$ cat config.mk
export PLATFORM = sky130hd
export DESIGN_NAME = es_nios2_oci_dct_packer
export DESIGN_NICKNAME = d
export VERILOG_FILES = /design/src/rtl/es_nios2_oci_pkg.sv /design/src/rtl/es_nios2_oci_dct_outreg.sv /design/src/rtl/es_nios2_oci_dct_packer.sv
export SDC_FILE = /design/constraint.sdc
export NUM_CORES = 1
export LEC_CHECK = 0
export CAP_MARGIN = 25
export CELL_PAD_IN_SITES_DETAIL_PLACEMENT = 0
export CELL_PAD_IN_SITES_GLOBAL_PLACEMENT = 1
export CORE_MARGIN = 2
export CORE_UTILIZATION = 34
export DETAILED_ROUTE_END_ITERATION = 8
export PLACE_DENSITY_LB_ADDON = 0.1
export SYNTH_ARGS = -nofsm -noshare
export SYNTH_HDL_FRONTEND = slang
export SYNTH_SLANG_ARGS = --single-unit
$ cat constraint.sdc
create_clock -name clk -period 1.8 [get_ports clk]
set_input_delay 0.36 -clock clk [delete_from_list [all_inputs] [get_ports clk]]
set_output_delay 0.36 -clock clk [all_outputs]
set_load 0.005 [all_outputs]
$ cat src/rtl/es_nios2_oci_pkg.sv
// Shared constants for the OCI trace packing path: code widths, word layout
// and trace code values.
package es_nios2_oci_pkg;

  localparam int CODE_W = 2;
  localparam int CODES  = 15;
  localparam int BUF_W  = CODE_W * CODES;
  localparam int CNT_W  = 4;
  localparam int OUT_W  = 36;

  // out_data layout: {count, ovf_mark, buffer}
  localparam int BUF_LSB  = 0;
  localparam int MARK_LSB = BUF_W;
  localparam int CNT_LSB  = BUF_W + 2;

  localparam logic [1:0] OVF_MARK = 2'b11;
  localparam logic [1:0] OVF_NONE = 2'b00;

  localparam logic [CODE_W-1:0] CODE_NT   = 2'b00;
  localparam logic [CODE_W-1:0] CODE_TK   = 2'b01;
  localparam logic [CODE_W-1:0] CODE_SYNC = 2'b10;
  localparam logic [CODE_W-1:0] CODE_EXC  = 2'b11;

  function automatic logic [OUT_W-1:0] pack_word(input logic [CNT_W-1:0] cnt,
                                                 input logic [1:0]       mark,
                                                 input logic [BUF_W-1:0] buffer);
    pack_word = {cnt, mark, buffer};
  endfunction

endpackage

$ cat src/rtl/es_nios2_oci_dct_outreg.sv
// Single-entry valid/ready holding register for packed trace words; a new word
// may be loaded in the same cycle the current one is accepted.
module es_nios2_oci_dct_outreg
  import es_nios2_oci_pkg::*;
(
  input  logic             clk,
  input  logic             reset_n,
  input  logic             load,
  input  logic [OUT_W-1:0] load_data,
  input  logic             out_ready,
  output logic             slot_free,
  output logic             out_valid,
  output logic [OUT_W-1:0] out_data
);

  logic             valid_r;
  logic [OUT_W-1:0] data_r;

  assign slot_free = ~valid_r | out_ready;
  assign out_valid = valid_r;
  assign out_data  = data_r;

  // Hold the word until accepted; data only changes on a load
  always_ff @(posedge clk or negedge reset_n) begin
    if (!reset_n) begin
      valid_r <= 1'b0;
      data_r  <= {OUT_W{1'b0}};
    end else if (load) begin
      valid_r <= 1'b1;
      data_r  <= load_data;
    end else if (out_ready) begin
      valid_r <= 1'b0;
    end
  end

endmodule

$ cat src/rtl/es_nios2_oci_dct_packer.sv
// Packs 2-bit instruction-trace codes into 15-code words for the trace FIFO,
// with flush, enable-edge flush, backpressure retry and drop accounting.
module es_nios2_oci_dct_packer
  import es_nios2_oci_pkg::*;
#(
  parameter int DROP_W = 8
) (
  input  logic              clk,
  input  logic              reset_n,
  input  logic              trace_en,
  input  logic              code_valid,
  input  logic [CODE_W-1:0] code,
  input  logic              flush,
  input  logic              out_ready,
  output logic              out_valid,
  output logic [OUT_W-1:0]  out_data,
  output logic [BUF_W-1:0]  dct_buffer,
  output logic [CNT_W-1:0]  dct_count,
  output logic [DROP_W-1:0] drop_cnt,
  output logic              overflow
);

  logic [BUF_W-1:0]  buf_r;
  logic [CNT_W-1:0]  cnt_r;
  logic [DROP_W-1:0] drop_r;
  logic              overflow_r;
  logic              trace_en_d_r;
  logic              pend_full_r;
  logic              pend_flush_r;
  logic              ovf_pending_r;

  logic              accept_s, drop_s, fall_s;
  logic              full_trig_s, flush_trig_s, emit_s, emit_go_s, slot_free_s;
  logic [BUF_W-1:0]  new_buf_s;
  logic [CNT_W-1:0]  new_cnt_s;
  logic [1:0]        mark_s;
  logic [OUT_W-1:0]  word_s;

  assign dct_buffer = buf_r;
  assign dct_count  = cnt_r;
  assign drop_cnt   = drop_r;
  assign overflow   = overflow_r;

  // Next-state of the packing buffer and the emit decision for this cycle
  always_comb begin
    accept_s  = trace_en & code_valid & ~pend_full_r;
    drop_s    = trace_en & code_valid & pend_full_r;
    fall_s    = trace_en_d_r & ~trace_en;
    new_buf_s = buf_r;
    new_cnt_s = cnt_r;
    if (accept_s) begin
      new_buf_s = {buf_r[BUF_W-CODE_W-1:0], code};
      new_cnt_s = cnt_r + {{(CNT_W-1){1'b0}}, 1'b1};
    end else begin
      new_buf_s = buf_r;
      new_cnt_s = cnt_r;
    end
    full_trig_s  = accept_s & (new_cnt_s == CNT_W'(CODES));
    flush_trig_s = (flush | fall_s | pend_flush_r) & (new_cnt_s != {CNT_W{1'b0}});
    // A held full word is always retried; its count is already CODES
    emit_s    = full_trig_s | flush_trig_s | pend_full_r;
    emit_go_s = emit_s & slot_free_s;
    if (ovf_pending_r | drop_s) begin
      mark_s = OVF_MARK;
    end else begin
      mark_s = OVF_NONE;
    end
    word_s = pack_word(new_cnt_s, mark_s, new_buf_s);
  end

  // Packing state, pending-emit flags and drop bookkeeping
  always_ff @(posedge clk or negedge reset_n) begin
    if (!reset_n) begin
      buf_r         <= {BUF_W{1'b0}};
      cnt_r         <= {CNT_W{1'b0}};
      drop_r        <= {DROP_W{1'b0}};
      overflow_r    <= 1'b0;
      trace_en_d_r  <= 1'b0;
      pend_full_r   <= 1'b0;
      pend_flush_r  <= 1'b0;
      ovf_pending_r <= 1'b0;
    end else begin
      trace_en_d_r <= trace_en;
      if (drop_s) begin
        overflow_r <= 1'b1;
        if (drop_r != {DROP_W{1'b1}}) begin
          drop_r <= drop_r + {{(DROP_W-1){1'b0}}, 1'b1};
        end
      end
      if (emit_go_s) begin
        buf_r         <= {BUF_W{1'b0}};
        cnt_r         <= {CNT_W{1'b0}};
        pend_full_r   <= 1'b0;
        pend_flush_r  <= 1'b0;
        ovf_pending_r <= 1'b0;
      end else begin
        buf_r <= new_buf_s;
        cnt_r <= new_cnt_s;
        if (full_trig_s) begin
          pend_full_r <= 1'b1;
        end
        if (flush_trig_s) begin
          pend_flush_r <= 1'b1;
        end
        if (drop_s) begin
          ovf_pending_r <= 1'b1;
        end
      end
    end
  end

  es_nios2_oci_dct_outreg u_outreg (
    .clk       (clk),
    .reset_n   (reset_n),
    .load      (emit_go_s),
    .load_data (word_s),
    .out_ready (out_ready),
    .slot_free (slot_free_s),
    .out_valid (out_valid),
    .out_data  (out_data)
  );

endmodule

==> results.md, run 1 <==
* Hold Path Class: input port to register
* # clock sinks at 83
* Area Growth Syn to Fin at 54.21%
* Total CTS buffers at 9
* WHS Path Cells at 1
* DRC errors left at 0
* Vias per cell at 4.804
* Largest net degree at the start of global routing at 50
* Register bit total from synthesis at 83
* Final net count at 440
* Crit path capture type: register
* CTS HTree Levels at 3
* Chip Width at 105.6 microns
* Syn avg cell area at 11.58 sq um
* Max frequency at 0.5334 GHz
* CTS max path bufs at 2
* Die footprint at 11150 sq um
* Failing checks: setup timing
* Total Routing Usage GR at 16.30%
* Max-cap violations at 0
* Layout cells sized above 1 at 28.28%
* P_leak at 2.362 nW
* R2R depth at 9
* RSZ-0062 raised after global routing: yes
* Starting Density at 34.45%
* Routed wire per std cell at 16.30 microns
* Flop pwr share at 32.8%
* Clock network power share at 15.9%
* Total Wirelength at 9.306 mm
* First-pass GRT wire length at 14.15 mm
* Reg2Reg Setup Slack at -0.07 ns
* Fin crit share at 104.1%
* Least-Margin Pin Slew at 0.4497 ns
* Synth Warn # at 0
* Fin Hold WS at 0.3570 ns
* Setup Crit Path Kind: register to register
* Final WS setup at -0.07463 ns
* Io pins at 88
* Port buffer count at 87
* DR pass1 iterations at 4
* Count of final setup violators at 66
* Relative slew margins at 69.80%
* Core Rows at 37
* Worst-path maximum fanout at 7
* FF-to-FF End: u_outreg.out_data[1]$_DFFE_PN0P_
* Hold path startpoint: trace_en
* Tot Pwr at 0.008231 W
* Req. time, crit path at 2.05 ns
* Combinational Power Share at 51.3%
* Worst flop-to-flop path startpoint: dct_count[0]$_DFF_PN0_
* # fillers at 946
* Clock Pin Slew Worst Setup and Hold Paths at 0.10 ns
* Netlist cell types at 40
* Number of diodes at 0
* Die H at 105.6 microns
* Min cycle time layout at 1.875 ns
* Post-synthesis cell area at 3508 sq um
* Setup WS pre-CTS at -0.4093 ns
* Skew-Pair Late Insertion Delay at 0.36 ns
* Max Transition Viols Final at 0
* Switching share of power at 35.78%
* Vias in the first global route at 2675
* GP Congestion at 0.7991
* Mapped Cells at 303
* VDD IR max at 544.0 uV
* CTS Root Cell: clkbuf_8
* Antenna violations before repair at 0
* DP Wirelength at 5.830 mm
* Startpoint type of the worst setup path: register
* Core box area at 10180 sq um
* Overflow after GRT at 0
* WP data arrival at 2.12 ns
* PD cells at 1521 nW/um^2
* Net Count, Synth at 313
* Post-Route Skew at 0.01530 ns
* Post-Layout Cell Count at 571
* Psw at 0.002945 W
* P_int at 0.005286 W
* Via count at 2743
* Sequential area share after synthesis at 59.20%
* Detail Route Antenna Nets at 0
* CTS tree: built
* Placed insts at 539
* Status: complete, but fails checks
* Final count of hold timing violations at 0
* Worst Hold End: trace_en_d_r$_DFF_PN0_
* Starting DRT DRC Count at 96
[logic make-up (layout without fill, tap and decap cells)]
kind of cell	Yosys count	in the layout	synth area share (%)
and+or+nand+nor	69	69	9.879
muxes	34	34	9.772
AOI/OAI and AO/OA	83	83	14.12
adders and majority gates	2	2	0.7132
DFF	83	83	59.20
xor gates and xnor gates	8	8	2.211
buffers and inverters	24	156	4.101
[sequential cells by signal, summed over array words and instances (netlist names)]
name / flops
u_outreg.out_data: 35
dct_buffer: 30
drop_cnt: 8
dct_count: 4
overflow: 1
ovf_pending_r: 1
pend_flush_r: 1
pend_full_r: 1
trace_en_d_r: 1
u_outreg.out_valid: 1
[timing repair]
item / in CTS / in global routing
hold endpoints to repair: 12 / 0
cloned: 1 / 5
pin swaps: 3 / 19
endpoints found under the setup margin: 67 / 71
gates resized for setup: 11 / 51
buffers inserted: 4 / 5
hold buffers: 1 / 0
[synth_stat cells]
| cell type | instances | share of area [%] |
|---|---|---|
| nor2b_1 | 3 | 0.54 |
| xnor2_1 | 3 | 0.75 |
| buf_6 | 5 | 1.6 |
| a21oi_1 | 59 | 8.4 |
| dfrtp_1 | 83 | 59 |
| nor2_1 | 39 | 4.2 |
| and2_4 | 1 | 0.25 |
| a311oi_1 | 2 | 0.50 |
| inv_1 | 5 | 0.54 |
| nand4_4 | 1 | 0.61 |
| nand3b_4 | 1 | 0.57 |
| and4_1 | 1 | 0.25 |
| a211oi_1 | 1 | 0.21 |
| a21oi_2 | 11 | 2.7 |
| and3b_1 | 1 | 0.25 |
| nand2b_1 | 2 | 0.36 |
| buf_2 | 7 | 1.0 |
| nand3_1 | 5 | 0.71 |
| o21bai_1 | 1 | 0.21 |
| and4b_1 | 1 | 0.29 |
| ha_1 | 2 | 0.71 |
| o21ai_0 | 1 | 0.14 |
| a21boi_0 | 2 | 0.43 |
| and2_1 | 1 | 0.18 |
| o2bb2ai_1 | 1 | 0.25 |
| xor2_1 | 4 | 1.0 |
| buf_4 | 2 | 0.43 |
| clkbuf_1 | 5 | 0.54 |
| nand4_1 | 2 | 0.36 |
| a21o_1 | 1 | 0.21 |
| mux2i_1 | 32 | 9.1 |
| xor2_2 | 1 | 0.46 |
| a31oi_1 | 1 | 0.18 |
| a32oi_1 | 1 | 0.25 |
| a2111oi_2 | 1 | 0.43 |
| nand4b_1 | 1 | 0.25 |
| mux2_2 | 2 | 0.64 |
| nand2_1 | 9 | 0.96 |
| o21ai_1 | 1 | 0.14 |
| nor3_1 | 1 | 0.14 |
[critical path, stage by stage, from the launching register on]
cell	delay [ns]
dfrtp_2	0.43
ha_4	0.27
buf_4	0.10
nor2b_1	0.04
mux2_4	0.28
nand4_4	0.11
and2_4	0.20
buf_12	0.12
clkbuf_16	0.17
a21oi_2	0.06
[per-stage QoR]
step / util, % / TNS (ns) / instance area [sq um]
floorplan: - / -0.1966 / 3536
global placement: 46.65 / -26.09 / 4751
detailed placement: 46.65 / -26.83 / 4751
CTS: 49.55 / -1.908 / 5046
global route: 53.12 / -7.169 / 5410
finish: 53.12 / -3.143 / 5410
[power groups by stage]
stage | clock network, W | registers [W] | logic, W
floorplan | 0 | 0.00273 | 0.00152
global route | 0.00144 | 0.00275 | 0.00453
finish | 0.00131 | 0.00270 | 0.00422
detailed placement | 0 | 0.00273 | 0.00313
CTS | 0.00136 | 0.00270 | 0.00335
global placement | 0 | 0.00273 | 0.00312
[layout make-up]
cell class                 count  area [sq um]  share of cell area, %
tap                          136         170.2                  3.145
clock buffer                  10         137.6                  2.544
sequential                    83          2078                  38.41
timing repair buffer         135          1446                  26.73
inverter                       5         18.77                 0.3469
multi-input combinational    196          1504                  27.80
clock inverter                 6         55.05                  1.018
[worst max path at each step]
stage                                      start                                 to  cells past startpoint
after floorplan           dct_count[1]$_DFF_PN0_  u_outreg.out_data[13]$_DFFE_PN0P_                      8
after global placement                  trace_en   u_outreg.out_data[8]$_DFFE_PN0P_                      8
after detailed placement                trace_en   u_outreg.out_data[8]$_DFFE_PN0P_                      8
after CTS                 dct_count[0]$_DFF_PN0_  u_outreg.out_data[29]$_DFFE_PN0P_                      7
after global routing      dct_count[1]$_DFF_PN0_   u_outreg.out_data[1]$_DFFE_PN0P_                      8
final                     dct_count[0]$_DFF_PN0_   u_outreg.out_data[1]$_DFFE_PN0P_                      9
[per-layer routing]
layer,GRT usage (%),wire (microns),vias to the layer above
li1,-,-,1308
met1,23.13,4533,1368
met2,24.01,4278,56
met3,4.947,367,11
met4,4.981,127,0
met5,0,0,-
[layout by cell type (no fill, tap or decap), drive strengths merged, types with 2 or more instances in the layout]
cell	count
dfrtp	83
mux2	2
nor2b	3
a311oi	2
and2	2
nor2	39
xnor2	3
a21oi	70
buf	44
ha	2
mux2i	32
xor2	5
nand3	5
nand4	3
inv	8
o21ai	2
a21boi	2
clkbuf	14
clkdlybuf4s50	85
nand2	9
nand2b	2
clkinv	3
Note: power is estimated with default switching activity, not from simulation.
==> run 2, diff against run 1 <==
--- a/config.mk
+++ b/config.mk
@@ -8,6 +8,7 @@
 export CAP_MARGIN = 25
 export CELL_PAD_IN_SITES_DETAIL_PLACEMENT = 0
 export CELL_PAD_IN_SITES_GLOBAL_PLACEMENT = 1
+export CORE_ASPECT_RATIO = 1.25
 export CORE_MARGIN = 2
 export CORE_UTILIZATION = 34
 export DETAILED_ROUTE_END_ITERATION = 8
==> run 2 against run 1 <==
The flow still finishes with violations (setup timing); first-iteration DRC count down 18%; clock-buffer cell count rose by 2; critical path depth shrank 2; sequential share of layout area up 0.17 points; power is 3.2% higher; sequential cell count unchanged; hold slack better by 0.052 ns; global-route usage increased by 1.2 points; register-to-register slack improved by 0.02 ns; via count decreased by 1.2%; largest power group unchanged.
==> results.md, run 2 (synthesis results as in run 1) <==
* Status: complete, but fails checks
* Failing checks: setup timing
* Max-cap violations at 0
* WHS Path Cells at 1
* Total CTS buffers at 9
* Flop pwr share at 32.5%
* DR pass1 iterations at 4
* DP Wirelength at 6.056 mm
* First-pass GRT wire length at 15.01 mm
* Io pins at 88
* Core box area at 10050 sq um
* CTS Root Cell: clkbuf_16
* Total Wirelength at 9.327 mm
* Largest net degree at the start of global routing at 30
* Worst-path maximum fanout at 25
* Combinational Power Share at 47.1%
* Largest register FFs at 35
* Starting DRT DRC Count at 79
* Die H at 117.6 microns
* Max Transition Viols Final at 0
* Vias in the first global route at 2842
* Post-Layout Cell Count at 557
* Min cycle time layout at 1.859 ns
* # fillers at 956
* Startpoint type of the worst setup path: register
* Commonest non-fill, non-tap cell in the layout: clkdlybuf4s50_1
* Multi-input combinational cell area at 1483 sq um
* Detail Route Antenna Nets at 0
* Placed insts at 531
* Core Rows at 41
* Count of final setup violators at 58
* Clock network power share at 20.4%
* Final count of hold timing violations at 0
* # clock sinks at 83
* Most frequent cells in the layout: 85 x clkdlybuf4s50_1, 81 x dfrtp_1, 38 x a21oi_1
* Final net count at 433
* Antenna violations before repair at 0
* Tot Pwr at 0.008497 W
* P_int at 0.005611 W
* Die footprint at 11150 sq um
* CTS HTree Levels at 3
* Crit path capture type: register
* PD cells at 1577 nW/um^2
* Via count at 2711
* Register area at 2079 sq um
* DRC errors left at 0
* CTS max path bufs at 2
* Number of diodes at 0
* Chip Width at 94.86 microns
* Setup Crit Path Kind: register to register
* Routed wire per std cell at 16.75 microns
* Post-Route Skew at 0.005552 ns
* Overflow after GRT at 0
* Skew-Pair Late Insertion Delay at 0.34 ns
* Relative slew margins at 76.10%
* Clock Pin Slew Worst Setup and Hold Paths at 0.06 ns
* P_leak at 2.373 nW
* Total Routing Usage GR at 17.48%
* RSZ-0062 raised after global routing: yes
* VDD IR max at 599.1 uV
* Max frequency at 0.5379 GHz
* Starting Density at 34.89%
* Area Growth Syn to Fin at 53.60%
* Port buffer count at 87
* Fin crit share at 103.3%
* Req. time, crit path at 2.02 ns
* Psw at 0.002886 W
* Hold Path Class: input port to register
* Vias per cell at 4.867
* Least-Margin Pin Slew at 0.3560 ns
* Final WS setup at -0.05903 ns
* R2R depth at 7
* GP Congestion at 0.8674
* CTS tree: built
* Switching share of power at 33.96%
* Layout cells sized above 1 at 25.00%
* Setup WS pre-CTS at -0.4873 ns
* WP data arrival at 2.08 ns
-- run 2: through the flow --
stage               hold slack (ns)  TNS, ns  instance area (sq um)  utilization, %
global route                 0.4122   -6.531                   5389           53.60
detailed placement           0.2928   -32.86                   4760           47.34
floorplan                   0.06441  -0.1966                   3536               -
finish                       0.4086   -1.986                   5389           53.60
CTS                          0.3955   -4.717                   5220           51.92
global placement             0.2880   -30.98                   4760           47.34
-- run 2: what timing repair did --
| item | 4_1_cts | 5_1_grt |
|---|---|---|
| pin swaps | 6 | 10 |
| endpoints found under the hold margin | 21 | 0 |
| hold buffers | 1 | 0 |
| setup endpoints to repair | 69 | 75 |
| resized for setup | 16 | 30 |
| setup buffers | 4 | 1 |
| gates cloned | 3 | 1 |
-- run 2: worst max-delay path, cell delays in order (launching register included) --
cell     delay (ns)
dfrtp_2        0.42
ha_4           0.28
nor2b_4        0.14
nand4_1        0.18
a21oi_4        0.20
and2_4         0.25
buf_12         0.18
a21oi_1        0.08
-- run 2: path summary, 6_finish.rpt --
kind / slack, ns / endpoint / from
max: -0.06 / u_outreg.out_data[7]$_DFFE_PN0P_ / dct_count[0]$_DFF_PN0_
min: 0.41 / trace_en_d_r$_DFF_PN0_ / trace_en
max reg2reg: -0.06 / u_outreg.out_data[7]$_DFFE_PN0P_ / dct_count[0]$_DFF_PN0_
min reg2reg: 0.46 / overflow$_DFFE_PN0P_ / overflow$_DFFE_PN0P_
max in group asynchronous: 0.75 / u_outreg.out_data[14]$_DFFE_PN0P_ / reset_n
min in group asynchronous: 0.47 / u_outreg.out_data[31]$_DFFE_PN0P_ / reset_n
-- run 2: area by class of cell --
class	count	share of cell area (%)
repair buffers	128	25.35
clock buffers	12	4.760
inverters	5	0.3483
flip-flops and latches	83	38.59
multi-input cells	196	27.51
well taps	129	2.995
clock inverters	4	0.4411
-- run 2: power groups by stage --
stage	registers, W	clock network [W]	logic [W]
6_report	0.00276	0.00173	0.00400
5_1_grt	0.00282	0.00187	0.00434
4_1_cts	0.00272	0.00178	0.00367
3_5_place_dp	0.00273	0	0.00325
3_3_place_gp	0.00272	0	0.00323
2_1_floorplan	0.00273	0	0.00152
-- run 2: routing by layer --
layer | share of wire [%] | GRT usage [%] | up-vias
met4 | 1.7 | 6.522 | 0
met1 | 45 | 23.66 | 1339
li1 | - | - | 1305
met2 | 50 | 27.17 | 54
met5 | 0 | 0 | -
met3 | 3.4 | 4.033 | 13
